## src/rtl/prbs_pkg.sv

```systemverilog
// ============================================================================
// Module      : prbs_pkg
// Description : Shared constants for the PRBS scrambler family: standard
//               ITU-T PRBS polynomials/seeds and the mode/dir encodings.
// Revision    : 1.0 - initial release
// ============================================================================
`default_nettype none

package prbs_pkg;

   // Tap masks use bit (n-1) for the x^n term, so x^15+x^14+1 is bits 14 and 13.
   localparam int         PRBS7_W     = 7;
   localparam logic [6:0] PRBS7_POLY  = 7'h60;
   localparam logic [6:0] PRBS7_SEED  = 7'h7F;

   localparam int          PRBS15_W    = 15;
   localparam logic [14:0] PRBS15_POLY = 15'h6000;
   localparam logic [14:0] PRBS15_SEED = 15'h7FFF;

   localparam int          PRBS23_W    = 23;
   localparam logic [22:0] PRBS23_POLY = 23'h42_0000;
   localparam logic [22:0] PRBS23_SEED = 23'h7F_FFFF;

   localparam int          PRBS31_W    = 31;
   localparam logic [30:0] PRBS31_POLY = 31'h4800_0000;
   localparam logic [30:0] PRBS31_SEED = 31'h7FFF_FFFF;

   // Operating mode and direction encodings
   localparam logic MODE_ADDITIVE  = 1'b0;
   localparam logic MODE_SELF_SYNC = 1'b1;
   localparam logic DIR_SCRAMBLE   = 1'b0;
   localparam logic DIR_DESCRAMBLE = 1'b1;

endpackage

`default_nettype wire

```

## src/rtl/prbs_lfsr_step.sv

```systemverilog
// ============================================================================
// Module      : prbs_lfsr_step
// Description : Combinational, fully unrolled DATA_W-step LFSR advance.
//               Bit 0 of data is processed first. Produces the scrambled
//               beat and the LFSR state after all DATA_W steps.
//               Self-synchronising feedback is only built when
//               PRBS_SCRAMBLER_SELF_SYNC_EN is defined; otherwise the
//               step is purely additive and mode/dir are ignored.
// Revision    : 1.0 - initial release
// ============================================================================
`default_nettype none

module prbs_lfsr_step
   import prbs_pkg::*;
#(
   parameter int                DATA_W = 8,
   parameter int                LFSR_W = PRBS15_W,
   parameter logic [LFSR_W-1:0] POLY   = LFSR_W'(PRBS15_POLY)
) (
   input  logic [LFSR_W-1:0] state,
   input  logic [DATA_W-1:0] data,
   input  logic              mode,
   input  logic              dir,
   output logic [LFSR_W-1:0] next_state,
   output logic [DATA_W-1:0] out_data
);

`ifndef PRBS_SCRAMBLER_SELF_SYNC_EN
   // Additive-only build: the configuration inputs have no effect.
   logic unused_cfg;
   assign unused_cfg = mode ^ dir;
`endif

   logic [LFSR_W-1:0] st;
   logic              fb;
   logic              shift_in;

   // Walk the LFSR DATA_W times, one input bit per step, in time order
   always_comb begin
      st       = state;
      out_data = '0;
      fb       = 1'b0;
      shift_in = 1'b0;
      for (int i = 0; i < DATA_W; i++) begin
         fb          = ^(st & POLY);
         out_data[i] = data[i] ^ fb;
`ifdef PRBS_SCRAMBLER_SELF_SYNC_EN
         // Self-sync shifts in the scrambled bit, which is the output when
         // scrambling and the input when descrambling.
         if (mode == MODE_SELF_SYNC) begin
            shift_in = (dir == DIR_DESCRAMBLE) ? data[i] : out_data[i];
         end else begin
            shift_in = fb;
         end
`else
         shift_in = fb;
`endif
         st = {st[LFSR_W-2:0], shift_in};
      end
      next_state = st;
   end

endmodule

`default_nettype wire

```

## src/rtl/prbs_scrambler.sv

```systemverilog
// ============================================================================
// Module      : prbs_scrambler
// Description : Parametrised LFSR scrambler/descrambler with valid/ready
//               stream interface, runtime seed load, lock-up (all-zero)
//               indication and a 16-bit accepted-beat counter.
//               Optional self-synchronising mode is enabled by defining
//               PRBS_SCRAMBLER_SELF_SYNC_EN; without it the block is always
//               additive and the mode/dir ports are ignored.
// Revision    : 1.0 - initial release
// ============================================================================
`default_nettype none

module prbs_scrambler
   import prbs_pkg::*;
#(
   parameter int                DATA_W = 8,
   parameter int                LFSR_W = PRBS15_W,
   parameter logic [LFSR_W-1:0] POLY   = LFSR_W'(PRBS15_POLY),
   parameter logic [LFSR_W-1:0] SEED   = LFSR_W'(PRBS15_SEED)
) (
   input  logic              clk,
   input  logic              rst_n,
   input  logic              seed_load,
   input  logic [LFSR_W-1:0] seed,
   input  logic              mode,
   input  logic              dir,
   input  logic              in_valid,
   output logic              in_ready,
   input  logic [DATA_W-1:0] in_data,
   output logic              out_valid,
   input  logic              out_ready,
   output logic [DATA_W-1:0] out_data,
   output logic [LFSR_W-1:0] lfsr_state,
   output logic              zero_state,
   output logic [15:0]       beat_cnt
);

   logic [LFSR_W-1:0] lfsr_reg;
   logic              zero_reg;
   logic [DATA_W-1:0] data_reg;
   logic              valid_reg;
   logic [15:0]       cnt_reg;

   logic [LFSR_W-1:0] step_state;
   logic [DATA_W-1:0] step_data;
   logic              accept;

   // A seed load owns the cycle, so no beat may be consumed alongside it.
   assign in_ready = !seed_load && (!valid_reg || out_ready);
   assign accept   = in_valid && in_ready;

   prbs_lfsr_step #(
      .DATA_W (DATA_W),
      .LFSR_W (LFSR_W),
      .POLY   (POLY)
   ) u_step (
      .state      (lfsr_reg),
      .data       (in_data),
      .mode       (mode),
      .dir        (dir),
      .next_state (step_state),
      .out_data   (step_data)
   );

   // LFSR state and its all-zero flag; advances only on accepted beats
   always_ff @(posedge clk) begin
      if (!rst_n) begin
         lfsr_reg <= SEED;
         zero_reg <= 1'b0;
      end else if (seed_load) begin
         lfsr_reg <= seed;
         zero_reg <= (seed == '0);
      end else if (accept) begin
         lfsr_reg <= step_state;
         zero_reg <= (step_state == '0);
      end
   end

   // Output beat register: loads on accept, held while stalled downstream
   always_ff @(posedge clk) begin
      if (!rst_n) begin
         valid_reg <= 1'b0;
         data_reg  <= '0;
      end else if (accept) begin
         valid_reg <= 1'b1;
         data_reg  <= step_data;
      end else if (out_ready) begin
         valid_reg <= 1'b0;
      end
   end

   // Accepted-beat counter, free-running wrap, unaffected by seed loads
   always_ff @(posedge clk) begin
      if (!rst_n) begin
         cnt_reg <= '0;
      end else if (accept) begin
         cnt_reg <= cnt_reg + 16'd1;
      end
   end

   assign out_valid  = valid_reg;
   assign out_data   = data_reg;
   assign lfsr_state = lfsr_reg;
   assign zero_state = zero_reg;
   assign beat_cnt   = cnt_reg;

endmodule

`default_nettype wire

```

## config.mk

```make
export PLATFORM = sky130hd
export DESIGN_NAME = prbs_scrambler
export DESIGN_NICKNAME = d
export VERILOG_FILES = /design/src/rtl/prbs_pkg.sv /design/src/rtl/prbs_lfsr_step.sv /design/src/rtl/prbs_scrambler.sv
export SDC_FILE = /design/constraint.sdc
export NUM_CORES = 1
export LEC_CHECK = 0
export ABC_CLOCK_PERIOD_IN_PS = 1550
export CAP_MARGIN = 5
export CORE_ASPECT_RATIO = 1.25
export CORE_MARGIN = 2
export CORE_UTILIZATION = 41
export DETAILED_ROUTE_END_ITERATION = 16
export PLACE_DENSITY_LB_ADDON = 0.25
export SLEW_MARGIN = 15
export SYNTH_ARGS = -nofsm -noshare
export SYNTH_HDL_FRONTEND = slang
export SYNTH_SLANG_ARGS = --single-unit
```

## constraint.sdc

```tcl
create_clock -name clk -period 1.55 [get_ports clk]
set_clock_uncertainty 0.05 [all_clocks]
set_input_delay 0.2325 -clock clk [delete_from_list [all_inputs] [get_ports clk]]
set_output_delay 0.2325 -clock clk [all_outputs]
set_load 0.005 [all_outputs]
```

# Word-level counts from Yosys, hierarchy flattened
# Index checks and enable logic that the tools add are counted.
# classes
add_sub_neg	1
mux	6
bitwise	8
n_reduce_logical	17
# op_table
op	count
$reduce_xor A15 Y1	8
$logic_not A15 Y1	2
$mux W15	2
$add A16 B1 Y16 const B	1
$xor A1 B1 Y1	8
$mux W1	4
$reduce_bool A2 Y1	2
$logic_and A1 B1 Y1	2
$logic_not A1 Y1	2
$logic_or A1 B1 Y1	1
# totals
reg_bits	41

# Longest topological paths before layout
# logic_depth
ltp_word	6
depth_mapped	7
depth_no_buf	4

# Modules after synthesis
# From an unflattened synthesis, not the netlist that was laid out.
# hier_totals
hier_cells	246
hier_area_um2	2228.4
# by_module_without_submodules
module	instances	cells_each	area_per_inst_um2
prbs_scrambler	1	221	1903.1
prbs_lfsr_step	1	25	325.3

# Worst setup path before layout
# OpenSTA, ideal clock, no wires.
# synth_path
path_type	register to register
startpoint	reg cnt_reg[4], in the netlist beat_cnt[4]
endpoint	reg cnt_reg[13], in the netlist beat_cnt[13]
setup_ns	0.070
arrival_time_ns	1.439
required_ns	1.430
setup_slack_ns	-0.009
stages_incl_launch_ff	5
synth_period_minus_slack_ns	1.559
cell_sequence	dfxtp_1 > and4_4 > nand4_4 > or4_1 > a21oi_1
# synth_between
elab_chain_cells	1
# synth_lines
element	line_no	source
from (decl)	prbs_scrambler.sv:42	logic [15:0] cnt_reg;
from (signal assigned)	prbs_scrambler.sv:97	cnt_reg <= cnt_reg + 16'd1;
$add A16 B1 Y16	prbs_scrambler.sv:97	
# No other way between the ends.
# A chain may end at the register's enable or synchronous reset.

# Final worst setup path
# layout_path
startpoint	reg lfsr_reg[5], in the netlist lfsr_state[5]
endpoint	out lfsr_state[5]
# layout_rtl
element	line_no	source
from (decl)	prbs_scrambler.sv:38	logic [LFSR_W-1:0] lfsr_reg;
from (signal assigned)	prbs_scrambler.sv:74	lfsr_reg <= step_state;
to (decl)	prbs_scrambler.sv:33	output logic [LFSR_W-1:0] lfsr_state,
# No word-level cell between the ends.

==> summary.txt <==
Status
  • Result of the run: complete, no violations

Global routing
  • Global router's overall resource usage: 21.6%
  • Global-route wire length before repair: 9550 um
  • Number of global-route vias before repair: between 2000 and 2500
  • Antenna violations before repair: 0
  • Total global routing overflow: 0
  • Largest net degree at the start of global routing: 24

Clock network
  • H-tree depth reported by CTS: 2
  • Clock latency at the later pin of the worst-skew pair: a little under 0.3 ns
  • Clock-pin slew on the worst setup and hold paths: roughly 0.080 ns
  • Clock tree sinks: slightly above 40
  • Number of buffers inserted during clock tree synthesis: 5
  • Clock root cell: sky130_fd_sc_hd__clkbuf_8
  • Hold-fix buffer count after cts: 0
  • TritonCTS clock tree: yes
  • Maximum clock path buffer count: 2

Logic synthesis
  • Commonest register cell after synthesis: sky130_fd_sc_hd__dfxtp_1
  • Number of nets in the synthesized netlist: ~290
  • Compound-Gate Fraction of Synth Area: between 10% and 20%
  • Cell types occupying the most area after synthesis: sky130_fd_sc_hd__dfxtp_1 40%, sky130_fd_sc_hd__nand2_1 6.2%, sky130_fd_sc_hd__a21oi_1 4.8%
  • Synthesis Warnings: 0
  • Number of distinct library cell variants in the gate-level netlist after synthesis: 38
  • Synthesized-area fraction occupied by and/or/nand/nor cells: a little under a third
  • Xor-xnor portion of the synthesized cell area: 5.91%
  • Largest family of logic cells by synthesized area: simple AND/OR/NAND/NOR gates
  • Most used standard cells in the synthesized netlist: 41 x sky130_fd_sc_hd__dfxtp_1, 34 x sky130_fd_sc_hd__nand2_1, 20 x sky130_fd_sc_hd__a21oi_1
  • Number of storage elements in the synthesis netlist: just over 40
  • Post-synthesis cell area: roughly 2100 um^2
  • Cell type contributing the most total cell area after synthesis: sky130_fd_sc_hd__dfxtp_1
  • Area share of the largest cell type after synthesis: between 30% and 40%
  • Number of enable-type register cells in the synthesized netlist: 0
  • Synthesized area per cell: between 8 and 9 um^2
  • Cell with the most instances after synthesis: sky130_fd_sc_hd__dfxtp_1
  • Adder and majority cell fraction of the synthesized area: less than 1%
  • Ys async rst share: 0%
  • Post-synthesis cell count: between 200 and 300
  • Mux contribution to synthesized area: 0.966%
  • Part of the Yosys area used for sequential elements: roughly two fifths

Place
  • Count of port buffers added during placement: between 60 and 70
  • Routability-driven placement congestion ratio: roughly 0.85
  • Post-DP HPWL: 4370 um
  • Post-Place Cells: between 300 and 400

Setup path
  • Startpoint Class: flop
  • Critical path class: flop to output pin
  • Kind of end point of the critical path: output pin
  • Required arrival time at the worst endpoint: 1.27 ns
  • Cell count of the worst reg-to-reg path: 4
  • Number of stages on the worst setup path: 1
  • Cell-by-cell trace of the critical path: clkdlybuf4s50_1
  • Delay-heaviest family, CP: buffers and inverters
  • CP max stage cell: sky130_fd_sc_hd__clkdlybuf4s50_1
  • Worst EP arrival: 1.25 ns
  • Highest fanout seen on the critical path: 4
  • Buffering stage count on the worst path with inverters included: 1
  • Peak per-stage delay on the critical path: 0.53 ns

Floorplanning
  • Die boundary width: between 60 and 70 um
  • Effective utilization at floorplan: 43.2%
  • Core Region: 4800 um^2
  • Die area: approximately 5600 um^2
  • # IOs: between 70 and 80
  • Standard-cell rows: 28
  • Height of the chip: 83.5 um

Timing
  • Share of the cycle needed by the critical path after routing: between 90% and 100%
  • Worst slew pin tran: about 0.53 ns
  • RSZ-0062 raised after global routing: no
  • Final min period: between 1.5 and 2 ns
  • Relative slew slack: between 60% and 70%
  • Maximum frequency from static timing analysis: between 0.6 and 0.7 GHz
  • Setup Viol. Count Final: 0
  • Max-slew violations: 0
  • Count of final hold-check violations: 0

Detailed routing
  • Highest metal layer used by the detailed router: met4
  • Number of DRC violations after detailed routing: 0
  • Number of nets with antenna violations after routing: 0
  • Total met2 wirelength after detailed routing: approximately 2900 um
  • Vias/cell: about 5.4
  • DRT Pass-1 Iters: 4
  • Wire length reported by the detailed router: between 5000 and 6000 um
  • DR iter-0 viols: 100
  • Met3 Wirelength: 306 um
  • Routed wire length per instance: around 14 um
  • Vias: ~2200
  • M1 WL: approximately 2400 um

Hold path
  • Worst hold path depth: 3
  • HP Class: input port to flop

Final layout
  • Final std cells w/o fill: just over 400
  • Number of antenna diodes: 0
  • Fraction of layout cells with a size suffix above 1: 21.3%
  • Synthesis-to-layout area growth: 52.3%
  • Final Net Count: around 380

Power
  • Pwr per Cell Area: 724 nW/um^2
  • Post-layout total power: ~2300 uW
  • Leak pwr: between 0.001 and 0.0015 uW
  • Maximum vdd drop: around 0.50 mV

Job
  • Max-cap violation count: 0
[tightest hold or removal path, delay by kind of cell]
family,cells,cell delay (ns)
and+or+nand+nor,1,0.14
buffers and inverters,1,0.20
AOI/OAI and AO/OA,1,0.06
[routing by layer]
layer  up-vias  track usage, %
met5         -               0
met4         0            9.65
met3        13            4.05
met2        69            33.9
met1      1012            28.0
li1       1092               -
[power by group]
part	switching (uW)	total [uW]	internal [uW]
Clock	361	673	312
Combinational	193	456	263
Sequential	54.6	1160	1100
[cells by family (layout without fill, tap and decap cells)]
group	Yosys count	in the layout
AO/OA/AOI/OAI	58	58
XOR/XNOR	14	14
adder cells (fa/ha/maj)	1	1
buffers and inverters	19	113
flip-flops	41	41
multiplexers	2	2
AND/OR/NAND/NOR	119	119
[registers in the layout (all words and copies together), names as in the netlist]
| name | cells |
|---|---|
| zero_state | 1 |
| out_data | 8 |
| out_valid | 1 |
| beat_cnt | 16 |
| lfsr_state | 15 |
[layout make-up]
class / instances / area, um^2
Fill cell: 406 / 1640
Clock inverter: 2 / 10.0
Inverter: 4 / 15.0
Multi-Input combinational cell: 194 / 1190
Clock buffer: 6 / 72.6
Timing Repair Buffer: 101 / 946
Sequential cell: 41 / 848
Tap cell: 60 / 75.1
[cells in the final DEF, fill, tap and decap left out, types with 2 or more instances in the layout]
master	instances
sky130_fd_sc_hd__or3_2	2
sky130_fd_sc_hd__or3_1	8
sky130_fd_sc_hd__inv_1	4
sky130_fd_sc_hd__buf_6	2
sky130_fd_sc_hd__nand4_4	2
sky130_fd_sc_hd__nand2_1	33
sky130_fd_sc_hd__a21oi_1	19
sky130_fd_sc_hd__nor2b_1	7
sky130_fd_sc_hd__buf_4	30
sky130_fd_sc_hd__and3_1	8
sky130_fd_sc_hd__dfxtp_1	21
sky130_fd_sc_hd__xor2_1	6
sky130_fd_sc_hd__o21ai_0	18
sky130_fd_sc_hd__dfxtp_2	19
sky130_fd_sc_hd__nor4_1	7
sky130_fd_sc_hd__o211ai_1	2
sky130_fd_sc_hd__clkdlybuf4s50_1	60
sky130_fd_sc_hd__mux2i_1	2
sky130_fd_sc_hd__nand3b_1	6
sky130_fd_sc_hd__xnor2_1	8
sky130_fd_sc_hd__nand4_1	5
sky130_fd_sc_hd__nor2_1	19
sky130_fd_sc_hd__a211oi_1	7
sky130_fd_sc_hd__dlymetal6s2s_1	5
sky130_fd_sc_hd__o311ai_1	5
sky130_fd_sc_hd__o31ai_1	2
sky130_fd_sc_hd__nand3_1	9
sky130_fd_sc_hd__dlygate4sd2_1	4
sky130_fd_sc_hd__clkinv_2	2
sky130_fd_sc_hd__clkbuf_8	5
[repair_timing]
action | CTS | global route
buffers inserted | 3 | 0
endpoints found under the setup margin | 35 | 25
pin swaps | 6 | 3
resized for setup | 23 | 22
[stage by stage]
step	area [um^2]	TNS, ns	hold slack (ns)	utilization, %	setup WS, ns
global route	3160	0	0.355	65.8	0.00280
global placement	2970	-10.56	0.389	62.0	-0.396
detailed placement	2970	-13.04	0.396	62.0	-0.465
finish	3160	0	0.337	65.8	0.0192
CTS	3120	0	0.346	64.9	0.000401
floorplan	2070	0	0.324	-	0.0101
[path summary, 6_finish.rpt]
check | from | endpoint | slack [ns]
setup / recovery | lfsr_state[5] | lfsr_state[5] | 0.02
hold / removal | out_ready | out_valid | 0.34
setup reg to reg | beat_cnt[4] | beat_cnt[10] | 0.10
hold reg to reg | out_data[4] | out_data[4] | 0.40
No activity file was read; power rests on OpenSTA's default activity.
